`config.mk`:
```
export PLATFORM = sky130hd
export DESIGN_NAME = serial_add_unit
export DESIGN_NICKNAME = d
export VERILOG_FILES = /design/src/rtl/serial_add_unit.sv
export SDC_FILE = /design/constraint.sdc
export NUM_CORES = 1
export LEC_CHECK = 0
export ABC_AREA = 1
export ABC_CLOCK_PERIOD_IN_PS = 1750
export CORE_ASPECT_RATIO = 2
export CORE_MARGIN = 3
export CORE_UTILIZATION = 61
export CTS_CLUSTER_SIZE = 16
export DETAILED_ROUTE_END_ITERATION = 10
export DONT_BUFFER_PORTS = 1
export GPL_TIMING_DRIVEN = 0
export PLACE_DENSITY_LB_ADDON = 0.15
export SYNTH_ARGS = -nofsm -noshare
export SYNTH_HDL_FRONTEND = slang
export SYNTH_SLANG_ARGS = --single-unit
export TNS_END_PERCENT = 20
```
`constraint.sdc`:
```
create_clock -name clk -period 1.75 [get_ports clk]
set_input_delay 0.2625 -clock clk [delete_from_list [all_inputs] [get_ports clk]]
set_output_delay 0.2625 -clock clk [all_outputs]
set_load 0.01 [all_outputs]
```
`src/rtl/serial_add_unit.sv`:
```
`default_nettype none
// ============================================================================
//  Module      : serial_add_unit (with full_adder cell)
//  Description : Bit-serial add/subtract engine. Latches two WIDTH-bit
//                operands and streams them LSB-first through a single
//                full-adder cell, one bit per clock, with the carry fed
//                back through a flop. Result, carry-out and signed
//                overflow are registered when the last bit completes.
//  Revision    : 1.0  initial release
// ============================================================================

// Single-bit full adder; carry built from the classic NAND-NAND form.
module full_adder (
    input  logic a,
    input  logic b,
    input  logic ci,
    output logic s,
    output logic co
);
    logic w_axb;

    assign w_axb = a ^ b;
    assign s     = w_axb ^ ci;
    assign co    = ~(~(a & b) & ~(ci & w_axb));
endmodule

module serial_add_unit #(
    parameter int WIDTH = 8
) (
    input  logic             clk,
    input  logic             rst,
    input  logic             start,
    input  logic             sub,
    input  logic [WIDTH-1:0] a,
    input  logic [WIDTH-1:0] b,
    output logic             busy,
    output logic             done,
    output logic [WIDTH-1:0] sum,
    output logic             cout,
    output logic             ovf
);
    localparam int c_cnt_w = $clog2(WIDTH + 1);
    localparam logic [c_cnt_w-1:0] c_last = c_cnt_w'(WIDTH - 1);

    localparam logic [1:0] c_st_idle  = 2'd0;
    localparam logic [1:0] c_st_shift = 2'd1;
    localparam logic [1:0] c_st_done  = 2'd2;

    logic [1:0]         r_state;
    logic [1:0]         w_next_state;

    logic [WIDTH-1:0]   r_a_sh;
    logic [WIDTH-1:0]   r_b_sh;
    logic [WIDTH-1:0]   r_res_sh;
    logic               r_c;
    logic               r_sub_q;
    logic [c_cnt_w-1:0] r_cnt;

    logic [WIDTH-1:0]   r_sum;
    logic               r_cout;
    logic               r_ovf;

    logic               w_fa_a;
    logic               w_fa_b;
    logic               w_fa_s;
    logic               w_fa_co;
    logic               w_last;

    // Subtraction inverts B and seeds the carry with 1 (A + ~B + 1).
    assign w_fa_a = r_a_sh[0];
    assign w_fa_b = r_b_sh[0] ^ r_sub_q;
    assign w_last = (r_cnt == c_last);

    full_adder u_fa (
        .a  (w_fa_a),
        .b  (w_fa_b),
        .ci (r_c),
        .s  (w_fa_s),
        .co (w_fa_co)
    );

    // Next-state decode: IDLE -> SHIFT on start, SHIFT -> DONE after last bit.
    always_comb begin
        w_next_state = r_state;
        case (r_state)
            c_st_idle:  if (start) w_next_state = c_st_shift;
            c_st_shift: if (w_last) w_next_state = c_st_done;
            c_st_done:  w_next_state = c_st_idle;
            default:    w_next_state = c_st_idle;
        endcase
    end

    // State register.
    always_ff @(posedge clk) begin
        if (rst) begin
            r_state <= c_st_idle;
        end else begin
            r_state <= w_next_state;
        end
    end

    // Operand load, bit-serial shifting and final result capture.
    always_ff @(posedge clk) begin
        if (rst) begin
            r_a_sh   <= '0;
            r_b_sh   <= '0;
            r_res_sh <= '0;
            r_c      <= 1'b0;
            r_sub_q  <= 1'b0;
            r_cnt    <= '0;
            r_sum    <= '0;
            r_cout   <= 1'b0;
            r_ovf    <= 1'b0;
        end else begin
            case (r_state)
                c_st_idle: begin
                    if (start) begin
                        r_a_sh  <= a;
                        r_b_sh  <= b;
                        r_sub_q <= sub;
                        r_c     <= sub;
                        r_cnt   <= '0;
                    end
                end
                c_st_shift: begin
                    r_a_sh   <= {1'b0, r_a_sh[WIDTH-1:1]};
                    r_b_sh   <= {1'b0, r_b_sh[WIDTH-1:1]};
                    r_res_sh <= {w_fa_s, r_res_sh[WIDTH-1:1]};
                    r_c      <= w_fa_co;
                    r_cnt    <= r_cnt + c_cnt_w'(1);
                    if (w_last) begin
                        // Carry into the MSB is still in r_c on this cycle.
                        r_sum  <= {w_fa_s, r_res_sh[WIDTH-1:1]};
                        r_cout <= w_fa_co;
                        r_ovf  <= w_fa_co ^ r_c;
                    end
                end
                default: begin
                end
            endcase
        end
    end

    assign busy = (r_state == c_st_shift);
    assign done = (r_state == c_st_done);
    assign sum  = r_sum;
    assign cout = r_cout;
    assign ovf  = r_ovf;
endmodule
`default_nettype wire

```
### Yosys cells after proc, flatten, opt, wreduce, memory -nomap -nowiden

Index checks and enable logic that the tools add are counted.
Widths: inputs -> output; s select.

* memory bits (writable): 0
* memory bits (read-only): 0
* bits in registers: 42
* memories kept: 0
* latch bits: 0
* bits of input ports: 20

* order comparisons: 0
* shift-type cells: 0
* add/sub/neg operators: 1
* muxes and demuxes: 11
* reductions and logical operators: 6
* equality and inequality tests: 5
* div/mod/pow operators: 0
* bitwise gates (word level): 10
* multiply operators: 0

Operators with widths (count)
* $pmux 8 s2: 2
* $mux 8: 2
* $pmux 4 s2: 1
* $reduce_and 2->1: 4
* $add 4x1->4 const B: 1
* $eq 4x3->1 const B: 1
* $mux 2: 2
* $mux 4: 1
* $pmux 2 s2: 1
* $xor 1x1->1: 4
* $and 1x1->1: 3
* $not 1->1: 3
* $eq 2x1->1 const B: 1
* $eq 2x2->1 const B: 1
* $logic_not 2->1: 1
* $ne 2x1->1 const B: 1
* $ne 2x2->1 const B: 1
* $pmux 1 s2: 1
* $reduce_bool 2->1: 1
* $mux 1: 1

### Longest topological paths before layout

Gate-level depths: netlist of the first run.

* depth in word-level cells: 7
* gate-level depth with buffers: 8
* gate-level depth less buffers: 8

### By module

Synthesis of the first run repeated with hierarchy kept, for this count alone.

* cells, all modules: 237
* area total of the unflattened synthesis: 1717.9 µm²

By module, submodules not included
* serial_add_unit: sequential area each 820.8 µm², times used 1, area an instance 1697.9 µm², cells each 236
* full_adder: sequential area each 0.0 µm², times used 1, area an instance 20.0 µm², cells each 1

### Worst setup path after synthesis of the first run

OpenSTA, ideal clock, no wires.

* kind: reg-to-reg
* start: register r_c
* end: register r_ovf, in the netlist ovf
* data required time: 1637 ps
* setup slack: 508 ps
* library setup time: 113 ps
* data arrival time: 1129 ps
* stages on the path, launching flop included: 6
* buffers on the path: 0
* cell sequence: dfxtp_1 > inv_1 > fa_1 > xnor2_1 > o21ai_1 > nor2_1

* longest elaborated chain between the ends: 5

Ends and longest elaborated chain
* start, declared: RTL line 55 `logic r_c;`
* start signal, assigned: RTL line 121 `r_c <= sub;`
* start signal, assigned: RTL line 129 `r_c <= w_fa_co;`
* $and 1x1->1: RTL line 24 `assign co = ~(~(a & b) & ~(ci & w_axb));`
* $not 1->1: RTL line 24
* $and 1x1->1: RTL line 24
* $not 1->1: RTL line 24
* $xor 1x1->1 *: RTL line 135 `r_ovf <= w_fa_co ^ r_c;`
* end signal, assigned: RTL line 135
* end, declared: RTL line 61 `logic r_ovf;`

Mark *: on every way between the ends. The rest lies on a longest branch, timed or not.
A chain may end at the register's enable or synchronous reset.

### Worst setup path in the final report of the first run

* start: register r_state[1]
* end: output port busy

* longest elaborated chain between the ends: 1

Ends and longest elaborated chain
* start, declared: RTL line 49 `logic [1:0] r_state;`
* start signal, assigned: RTL line 96 `r_state <= c_st_idle;`
* start signal, assigned: RTL line 98 `r_state <= w_next_state;`
* $eq 2x1->1: RTL line 144 `assign busy = (r_state == c_st_shift);`
* end, declared: RTL line 36 `output logic busy,`

No other way between the ends.

==> metrics.yaml, run 1 <==
timing:
  finalSetupViolCount: 0
  clock-skew-final_ps: 6.40
  slew_headroom_pct: 83.9
  finalCriticalPeriod_ps: 1380
  final_hold_viol_count: 0
  min_period_over_period_pct: 79.1
  finalSetupTns_ps: 0
  drv_slew: 0
  rsz0062_at_grt: "no"
  max_freq_mhz: 722
  worstMarginPinSlew_ps: 240
  setup_ws_ps: 365
yosys:
  syn_area_sq_um: 1750
  synth_edf_count: 0
  synth_cell_types: 23
  synth_commonest_cells: "nand2_1 (60), nor2_1 (60), dfxtp_1 (41), o21ai_0 (23)"
  ys_seq_area_share_pct: 46.8
  ys.flop_type: "dfxtp_1"
  yosys.area.top_type_share_pct: 46.8
  yosysWarnings: 0
  async_reset_ff_share_pct: 0
  syn-num-nets: 262
  synth-seq-cells: 41
  yosys.area.top_type: "dfxtp_1"
  ys_top_cells_by_area: "dfxtp_1 (47%), nand2_1 (13%), nor2_1 (13%), o21ai_0 (6.6%), a21oi_1 (2.6%)"
  syn_inst: 240
  postSynthAreaPerCell_sq_um: 7.30
cells_and_area:
  postLayoutCellArea_sq_um: 1890
  layout.cells.non_filler: 276
  diodes: 0
  fillers: 234
  final_util_pct: 71.7
  synthToLayoutAreaGrowth_pct: 7.78
  drive_gt1_share_pct: 11.3
  nets: 269
  multi_input_area_sq_um: 801
  ff_latch_area_sq_um: 821
placed_design:
  dpl.hpwl_um: 2600
  post_dp_cell_area_sq_um: 1790
  io_buffer_count: 0
  place_congestion: 0.863
  detailedPlace.worstSlack_ps: 406
  dp.cells: 268
global_route:
  grt_overflow: 0
  grt_pass1_vias: 1417
  antenna_found_initial: 0
  grt_pass1_wl_um: 5840
  grt_max_degree: 13
  grtUsageTotal_pct: 21.7
floorplanning:
  start_util_pct: 66.5
  ios: 32
  row_count: 26
  die_area_sq_um: 3590
  die_y_um: 81.8
  fp.dieW_um: 43.9
  core_area_sq_um: 2640
run_status:
  outcome: "finished clean"
power:
  p_per_area_nw_per_um2: 998
  power.share.clock_pct: 35.3
  netSwitchingPower_w: 0.000465
  switching_share_pct: 24.7
  ir_worst_vdd_uv: 638
  combPwrFrac_pct: 10.9
  p_int_w: 0.00142
  seq_power_share_pct: 53.8
  power.leakage_nw: 0.858
worst_hold_path:
  min_from: "rst"
  hold_class: "primary input to flip-flop"
  holdPathStages: 1
  holdPathEnd: "r_sub_q"
drt:
  drtPass1Iterations: 4
  routedWlPerCell_um: 12.6
  dr.first_iter.drc_count: 16
  routed_wl_um: 3490
  drcViolationCount: 0
  postRouteAntennaNets: 0
  viasPerCell: 5.39
  route.vias.total: 1487
worst_setup_path:
  crit_fanout: 10
  r2r-start: "r_cnt[0]"
  cp-end-kind: "output pin"
  cp.required_ps: 1490
  reg2reg_to: "sum[6]"
  critPathKind: "flip-flop to output pin"
  worst_setup_path_start_kind: "flip-flop"
  r2r_slack_ps: 410
  crit_arrival_ps: 1120
  r2r_cells: 7
cts:
  numCtsBuffers: 5
  htreeDepth: 2
  post_cts.resized_instances: 0
  clk_latency_ps: 290
  post-cts-setup-buffers: 0
  clock_path_buffers: 2
  cts_sinks: 41
  cts_hold_buf: 0
  cts.clk_slew.worst_paths_ps: 80
  clockRootBuffer: "clkbuf_8"
  cts_tree: "built"
flow_run:
  cap_violations: 0
cells by family (layout without fill, tap and decap cells):
logic type | count (synthesis) | count (layout) | share of synthesized area, %
buffers and inverters | 22 | 30 | 7.49
adder cells (fa/ha/maj) | 2 | 2 | 1.86
AO/OA/AOI/OAI | 42 | 42 | 12.2
XOR/XNOR | 2 | 2 | 0.999
flip-flops | 41 | 41 | 46.8
AND/OR/NAND/NOR | 131 | 131 | 30.6
worst max-delay path by stage:
| stage | start | end | slack, ps | depth (start not counted) |
|---|---|---|---|---|
| finish | r_state[1] | busy | 370 | 4 |
| global route | r_cnt[0] | sum[6] | 250 | 7 |
| CTS | r_state[1] | busy | 360 | 4 |
| detailed placement | r_cnt[0] | sum[6] | 410 | 7 |
| global placement | r_cnt[0] | ovf | 440 | 7 |
| floorplan | r_c | ovf | 510 | 5 |
cell type report:
cell class                 count  share of cell area, %
clock inverter                 1                  0.265
tap                           28                   1.85
clock buffer                   7                   5.10
multi-input combinational    177                   42.4
inverter                      11                   2.45
buffer                        11                   4.50
sequential                    41                   43.4
stage by stage:
step / hold WS (ps) / power (W)
2_1_floorplan: 332 / 0.00120
3_3_place_gp: 333 / 0.00124
3_5_place_dp: 335 / 0.00124
4_1_cts: 24.9 / 0.00190
5_1_grt: 22.3 / 0.00197
6_report: 33.7 / 0.00189
cell usage in the layout (no fill, tap or decap), drive strengths merged:
master	n
fa	1
dfxtp	41
a21oi	9
ha	1
nand2	62
clkinv	1
nand4	1
o21ai	33
nand3	5
clkbuf	8
buf	10
nor2	62
xnor2	2
and2	1
inv	11
worst max-delay path, cell delays in order (launching register included):
cell and delay, ps:
dfxtp_1 320, inv_1 130, nand2_4 100, inv_6 120, buf_6 160
power by group through the flow:
stage               clock network [W]  logic [W]  registers (W)
finish                       0.000665   0.000206        0.00101
floorplan                           0   0.000168        0.00103
global placement                    0   0.000202        0.00103
detailed placement                  0   0.000207        0.00104
global route                 0.000714   0.000240        0.00102
CTS                          0.000676   0.000208        0.00101
state kept, by name (all words and copies together), names as in the netlist:
register  cells
r_state       2
r_sub_q       1
cout          1
r_c           1
sum           8
r_a_sh        8
r_res_sh      7
r_cnt         4
ovf           1
r_b_sh        8
layer usage:
| metal | GRT usage, % | routed length (um) | vias to the layer above |
|---|---|---|---|
| li1 | - | - | 766 |
| met5 | 0 | 0 | - |
| met2 | 42.4 | 1970 | 38 |
| met4 | 8.16 | 29 | 0 |
| met1 | 20.3 | 1320 | 679 |
| met3 | 5.48 | 179 | 4 |
No activity file was read; power rests on OpenSTA's default activity.
==> inputs of run 2 (changes only) <==
Settings changed: ABC_CLOCK_PERIOD_IN_PS 1750 to 1300.
Clock period 1.75 ns to 1.3 ns, I/O delays scaled along.
==> run 2 against run 1 <==
Against the previous run: global-route usage rose by 0.78 points; largest cell class is now multi-input combinational cells; via count rose by 0.81%; clock skew fell by 0.54 ps; worst setup slack got worse by 340 ps; clock-buffer cell count did not move; critical path type is now flip-flop to flip-flop; core utilization rose by 2.8 points.
==> metrics.yaml, run 2 (same netlist as run 1, synthesis figures left out) <==
cts:
  clk_latency_ps: 290  # about the same
  htreeDepth: 2  # unchanged
  numCtsBuffers: 5  # unchanged
  cts_tree: "built"  # unchanged
  clockRootBuffer: "clkbuf_8"  # unchanged
  clock_path_buffers: 2  # unchanged
  cts_sinks: 41  # unchanged
  cts.clk_slew.worst_paths_ps: 80  # about the same
placed_design:
  dpl.hpwl_um: 2600  # unchanged
  dp.cells: 268  # unchanged
  place_congestion: 0.863  # unchanged
  io_buffer_count: 0  # unchanged
  detailedPlace.worstSlack_ps: -43.8  # was 406 ps
power:
  ir_worst_vdd_uv: 858  # was 638 uV
  power.leakage_nw: 0.881  # was 0.858 nW
  p_per_area_nw_per_um2: 1310  # was 998 nW/um^2
drt:
  drtPass1Iterations: 4  # unchanged
  viasPerCell: 5.37  # was 5.39
  postRouteAntennaNets: 0  # unchanged
  routed_wl_um: 3680  # was 3490 um
  dr.first_iter.drc_count: 16  # unchanged
  routedWlPerCell_um: 13.2  # was 12.6 um
  route.vias.total: 1499  # was 1487
  drcViolationCount: 0  # unchanged
worst_hold_path:
  holdPathEnd: "r_b_sh[7]"  # was r_sub_q
  min_from: "b[7]"  # was rst
  holdPathStages: 2  # was 1
  hold_class: "primary input to flip-flop"  # unchanged
worst_setup_path:
  r2r_cells: 5  # was 7
  path_buf_inv: 0  # was 3
  crit_fanout: 2  # was 10
  crit_start: "r_sub_q"  # was r_state[1]
  slowest_stage: "fa_2"  # was dfxtp_1
  worst_setup_path_start_kind: "flip-flop"  # unchanged
  crit_arrival_ps: 1460  # was 1120 ps
  crit_path_frequent_cell: "nand2_1"
  r2r_slack_ps: 20  # was 410 ps
  reg2reg_to: "sum[7]"  # was sum[6]
  critPathTopFamily: "adder cells"  # was buffers and inverters
  cp-end-kind: "flip-flop"  # was output pin
  critPathKind: "flip-flop to flip-flop"  # was flip-flop to output pin
  cp_cell_sequence: "xnor2_2, fa_2, nand2_1, nand2_1, nor2_1"  # was inv_1, nand2_4, inv_6, buf_6
  cpPeakStageDelay_ps: 540  # was 320 ps
  r2r-start: "r_sub_q"  # was r_cnt[0]
  cp.required_ps: 1480  # was 1490 ps
  path_depth: 5  # was 4
cells_and_area:
  final_util_pct: 74.5  # was 71.7%
  nets: 272  # was 269
  synthToLayoutAreaGrowth_pct: 11.9  # was 7.78%
  diodes: 0  # unchanged
  ff_latch_area_sq_um: 831  # was 821 sq um
  final_common_cell: "nor2_1"
  layout.cells.non_filler: 279  # was 276
  multi_input_area_sq_um: 835  # was 801 sq um
  final_cell_mix: "nor2_1 (60), nand2_1 (59), dfxtp_1 (35), o21ai_0 (23), a21oi_1 (9)"  # was nor2_1 (60), nand2_1 (60), dfxtp_1 (41), o21ai_0 (23)
  fillers: 217  # was 234
  drive_gt1_share_pct: 16.7  # was 11.3%
timing:
  worstMarginPinSlew_ps: 405  # was 240 ps
  slew_headroom_pct: 72.9  # was 83.9%
  final_hold_viol_count: 0  # unchanged
  rsz0062_at_grt: "yes"  # was no
  setup_ws_ps: 22.3  # was 365 ps
  finalSetupViolCount: 0  # unchanged
  whs_ps: 51.3  # was 33.7 ps
  max_freq_mhz: 783
  clock-skew-final_ps: 5.86  # was 6.40 ps
  min_period_over_period_pct: 98.3
  drv_slew: 0  # unchanged
  finalCriticalPeriod_ps: 1280
floorplanning:
  core_area_sq_um: 2640  # unchanged
  row_count: 26  # unchanged
  start_util_pct: 66.5  # unchanged
  die_area_sq_um: 3590  # unchanged
  die_y_um: 81.8  # unchanged
  ios: 32  # unchanged
  fp.dieW_um: 43.9  # unchanged
flow_run:
  cap_violations: 0  # unchanged
global_route:
  grt_pass1_vias: 1440  # was 1417
  grt_max_degree: 13  # unchanged
  grtUsageTotal_pct: 22.5  # was 21.7%
  antenna_found_initial: 0  # unchanged
  grt_pass1_wl_um: 5990  # was 5840 um
  grt_overflow: 0  # unchanged
run_status:
  outcome: "finished clean"  # unchanged
==> run 2: through the flow <==
stage                     area [sq um]  power [W]  setup TNS, ps
final                             1960    0.00257              0
after global routing              1960    0.00268          -19.2
after CTS                         1920    0.00257          -11.7
after detailed placement          1790    0.00167           -223
after global placement            1790    0.00166          -34.9
after floorplan                   1750    0.00161              0
==> run 2: final cells by class <==
class | count | area share [%]
clock inverter | 1 | 0.255
tap | 28 | 1.79
sequential | 41 | 42.3
timing repair buffer | 3 | 1.28
clock buffer | 7 | 4.91
inverter | 11 | 2.36
multi-input combinational | 177 | 42.5
buffer | 11 | 4.53
==> run 2: power by group <==
group | switching [W] | internal (W) | leakage [nW] | total (W)
Sequential | 0.0000467 | 0.00133 | 0.339 | 0.00137
Clock | 0.000416 | 0.000480 | 0.0542 | 0.000895
Combinational | 0.000179 | 0.000119 | 0.488 | 0.000299
Total | 0.000642 | 0.00192 | 0.881 | 0.00257
==> run 2: worst max path at each step <==
stage / end
2_1_floorplan: ovf
5_1_grt: sum[7]
3_5_place_dp: sum[6]
3_3_place_gp: ovf
6_report: sum[7]
4_1_cts: sum[6]
==> run 2: per-layer routing <==
| layer | GRT usage [%] | up-vias | routed length, um |
|---|---|---|---|
| met4 | 8.16 | 0 | 36 |
| li1 | - | 771 | - |
| met5 | 0 | - | 0 |
| met3 | 5.48 | 4 | 177 |
| met1 | 20.6 | 684 | 1370 |
| met2 | 44.6 | 40 | 2100 |
==> run 2: timing repair <==
item,CTS,global route
endpoints found under the hold margin,6,0
hold buffers,1,0
resized for setup,7,9
pin swaps,1,2
setup buffers,1,1
setup endpoints to repair,12,13
==> inputs of run 3 (changes only) <==
Settings changed: GPL_TIMING_DRIVEN 0 to 1.
==> run 3 against run 2 <==
Against the previous run: fmax up 1.4%; die area is the same; critical path depth is the same; combinational power shrank 2%; clock skew up 2.5 ps; register-to-register slack better by 20 ps; hold slack worse by 5.4 ps; total power fell by 3.1%; global-route usage down 0.18 points; cell area shrank 1.7%; sequential share of layout area is 0.48 points higher; worst setup slack improved by 17 ps; critical endpoint unchanged.
==> metrics.yaml, run 3 (same netlist as run 1, synthesis figures left out) <==
cells_and_area:
  final_common_cell: "nor2_1"  # unchanged
  synthToLayoutAreaGrowth_pct: 9.99  # was 11.9%
  layout.cells.non_filler: 277  # was 279
  multi_input_area_sq_um: 828  # was 835 sq um
  diodes: 0  # unchanged
  nets: 271  # was 272
  final_cell_mix: "nor2_1 (60), nand2_1 (59), dfxtp_1 (37), o21ai_0 (23), buf_4 (11)"  # was nor2_1 (60), nand2_1 (59), dfxtp_1 (35), o21ai_0 (23), a21oi_1 (9)
  fillers: 200  # was 217
  ff_latch_area_sq_um: 826  # was 831 sq um
  drive_gt1_share_pct: 15.3  # was 16.7%
floorplanning:
  die_area_sq_um: 3590  # unchanged
  die_y_um: 81.8  # unchanged
  row_count: 26  # unchanged
  ios: 32  # unchanged
  core_area_sq_um: 2640  # unchanged
  start_util_pct: 66.5  # unchanged
  fp.dieW_um: 43.9  # unchanged
worst_setup_path:
  cp-end-kind: "flip-flop"  # unchanged
  crit_fanout: 2  # unchanged
  crit_arrival_ps: 1450  # was 1460 ps
  worst_setup_path_start_kind: "flip-flop"  # unchanged
  cp.required_ps: 1490  # was 1480 ps
  critPathKind: "flip-flop to flip-flop"  # unchanged
placed_design:
  io_buffer_count: 0  # unchanged
  place_congestion: 0.814  # was 0.863
  dpl.hpwl_um: 2550  # was 2600 um
  dp.cells: 267  # was 268
  detailedPlace.worstSlack_ps: -9.79  # was -43.8 ps
timing:
  whs_ps: 45.9  # was 51.3 ps
  max_freq_mhz: 793  # was 783 MHz
  clock-skew-final_ps: 8.35  # was 5.86 ps
  drv_slew: 0  # unchanged
  setup_ws_ps: 39.6  # was 22.3 ps
  final_hold_viol_count: 0  # unchanged
  finalSetupTns_ps: 0  # unchanged
  rsz0062_at_grt: "yes"  # unchanged
  slew_headroom_pct: 67.0  # was 72.9%
  finalSetupViolCount: 0  # unchanged
  worstMarginPinSlew_ps: 495  # was 405 ps
  finalCriticalPeriod_ps: 1260  # was 1280 ps
  min_period_over_period_pct: 97.0  # was 98.3%
power:
  power.leakage_nw: 0.866  # was 0.881 nW
  netSwitchingPower_w: 0.000626  # was 0.000642 W
  p_per_area_nw_per_um2: 1290  # was 1310 nW/um^2
  ir_worst_vdd_uv: 1010  # was 858 uV
  switching_share_pct: 25.2  # was 25.0%
  power.share.clock_pct: 33.1  # was 34.9%
  combPwrFrac_pct: 11.8  # was 11.6%
  seq_power_share_pct: 55.1  # was 53.5%
  p_int_w: 0.00186  # was 0.00192 W
cts:
  cts_tree: "built"  # unchanged
  numCtsBuffers: 5  # unchanged
  clk_latency_ps: 290  # about the same
  clock_path_buffers: 2  # unchanged
  clockRootBuffer: "clkbuf_8"  # unchanged
  cts.clk_slew.worst_paths_ps: 70  # was 80 ps
  htreeDepth: 2  # unchanged
  cts_sinks: 41  # unchanged
global_route:
  use_met3_pct: 5.92  # was 5.48%
  busiest_layer: "met2"  # unchanged
  antenna_found_initial: 0  # unchanged
  grt_pass1_vias: 1437  # was 1440
  grt_pass1_wl_um: 6020  # was 5990 um
  grtUsageTotal_pct: 22.3  # was 22.5%
  grt_overflow: 0  # unchanged
  use_met2_pct: 40.4  # was 44.6%
  grt_max_degree: 36  # was 13
  grtUsageMet1_pct: 22.2  # was 20.6%
drt:
  routedWlPerCell_um: 13.4  # was 13.2 um
  postRouteAntennaNets: 0  # unchanged
  route.vias.total: 1517  # was 1499
  drcViolationCount: 0  # unchanged
  viasPerCell: 5.48  # was 5.37
  drtPass1Iterations: 5  # was 4
  routed_wl_um: 3710  # was 3680 um
  dr.first_iter.drc_count: 50  # was 16
flow_run:
  cap_violations: 0  # unchanged
run_status:
  outcome: "finished clean"  # unchanged
worst_hold_path:
  hold_class: "primary input to flip-flop"  # unchanged
## run 3: changes by cell type in the layout (fill, tap and decap cells not counted), moves of 2 or more
cell,delta
buf_4,+7
dfxtp_1,+2
buf_2,-4
buf_6,-2
## run 3: power by group through the flow
| stage | registers (W) | logic (W) | clock network (W) |
|---|---|---|---|
| floorplan | 0.00138 | 0.000226 | 0 |
| global placement | 0.00139 | 0.000262 | 0 |
| detailed placement | 0.00139 | 0.000275 | 0 |
| CTS | 0.00137 | 0.000286 | 0.000843 |
| global route | 0.00138 | 0.000338 | 0.000883 |
| finish | 0.00137 | 0.000293 | 0.000823 |
## run 3: path summary, 6_finish.rpt
path / start / end / slack (ps) / cells past startpoint
worst max-delay path: r_sub_q / sum[7] / 40 / 5
worst min-delay path: a[7] / r_a_sh[7] / 50 / 2
worst max register to register: r_sub_q / sum[7] / 40 / 5
worst min register to register: r_a_sh[7] / r_a_sh[7] / 470 / 2
## run 3: per-stage QoR
stage	total power, W	utilization [%]	cell area [sq um]
after floorplan	0.00161	-	1750
after global placement	0.00165	67.5	1780
after detailed placement	0.00167	67.5	1780
after CTS	0.00249	72.4	1910
after global routing	0.00260	73.2	1930
final	0.00249	73.2	1930
## run 3: routing by layer
layer,part of all wire [%],wire length (um)
met4,4.0,147
met2,54,2000
met5,0,0
met3,5.3,195
met1,37,1370
## run 3: worst max-delay path, stage by stage, from the launching register on
cell and delay [ps]:
dfxtp_1 340, xnor2_2 140, fa_2 530, nand2_1 50
nand2_1 50, nor2_1 40
## run 3: repair_timing
item	CTS	global route
hold buffers	1	0
hold endpoints to repair	6	0
buffers inserted	2	0
pin swaps	2	1
gates resized for setup	9	5
setup endpoints to repair	3	11
## run 3: final cells by class
type / count / area share (%)
Clock buffer: 7 / 4.48
Inverter: 11 / 2.53
Multi-Input combinational cell: 177 / 43.0
Sequential cell: 41 / 42.8
Tap cell: 28 / 1.82
Timing Repair Buffer: 13 / 5.39
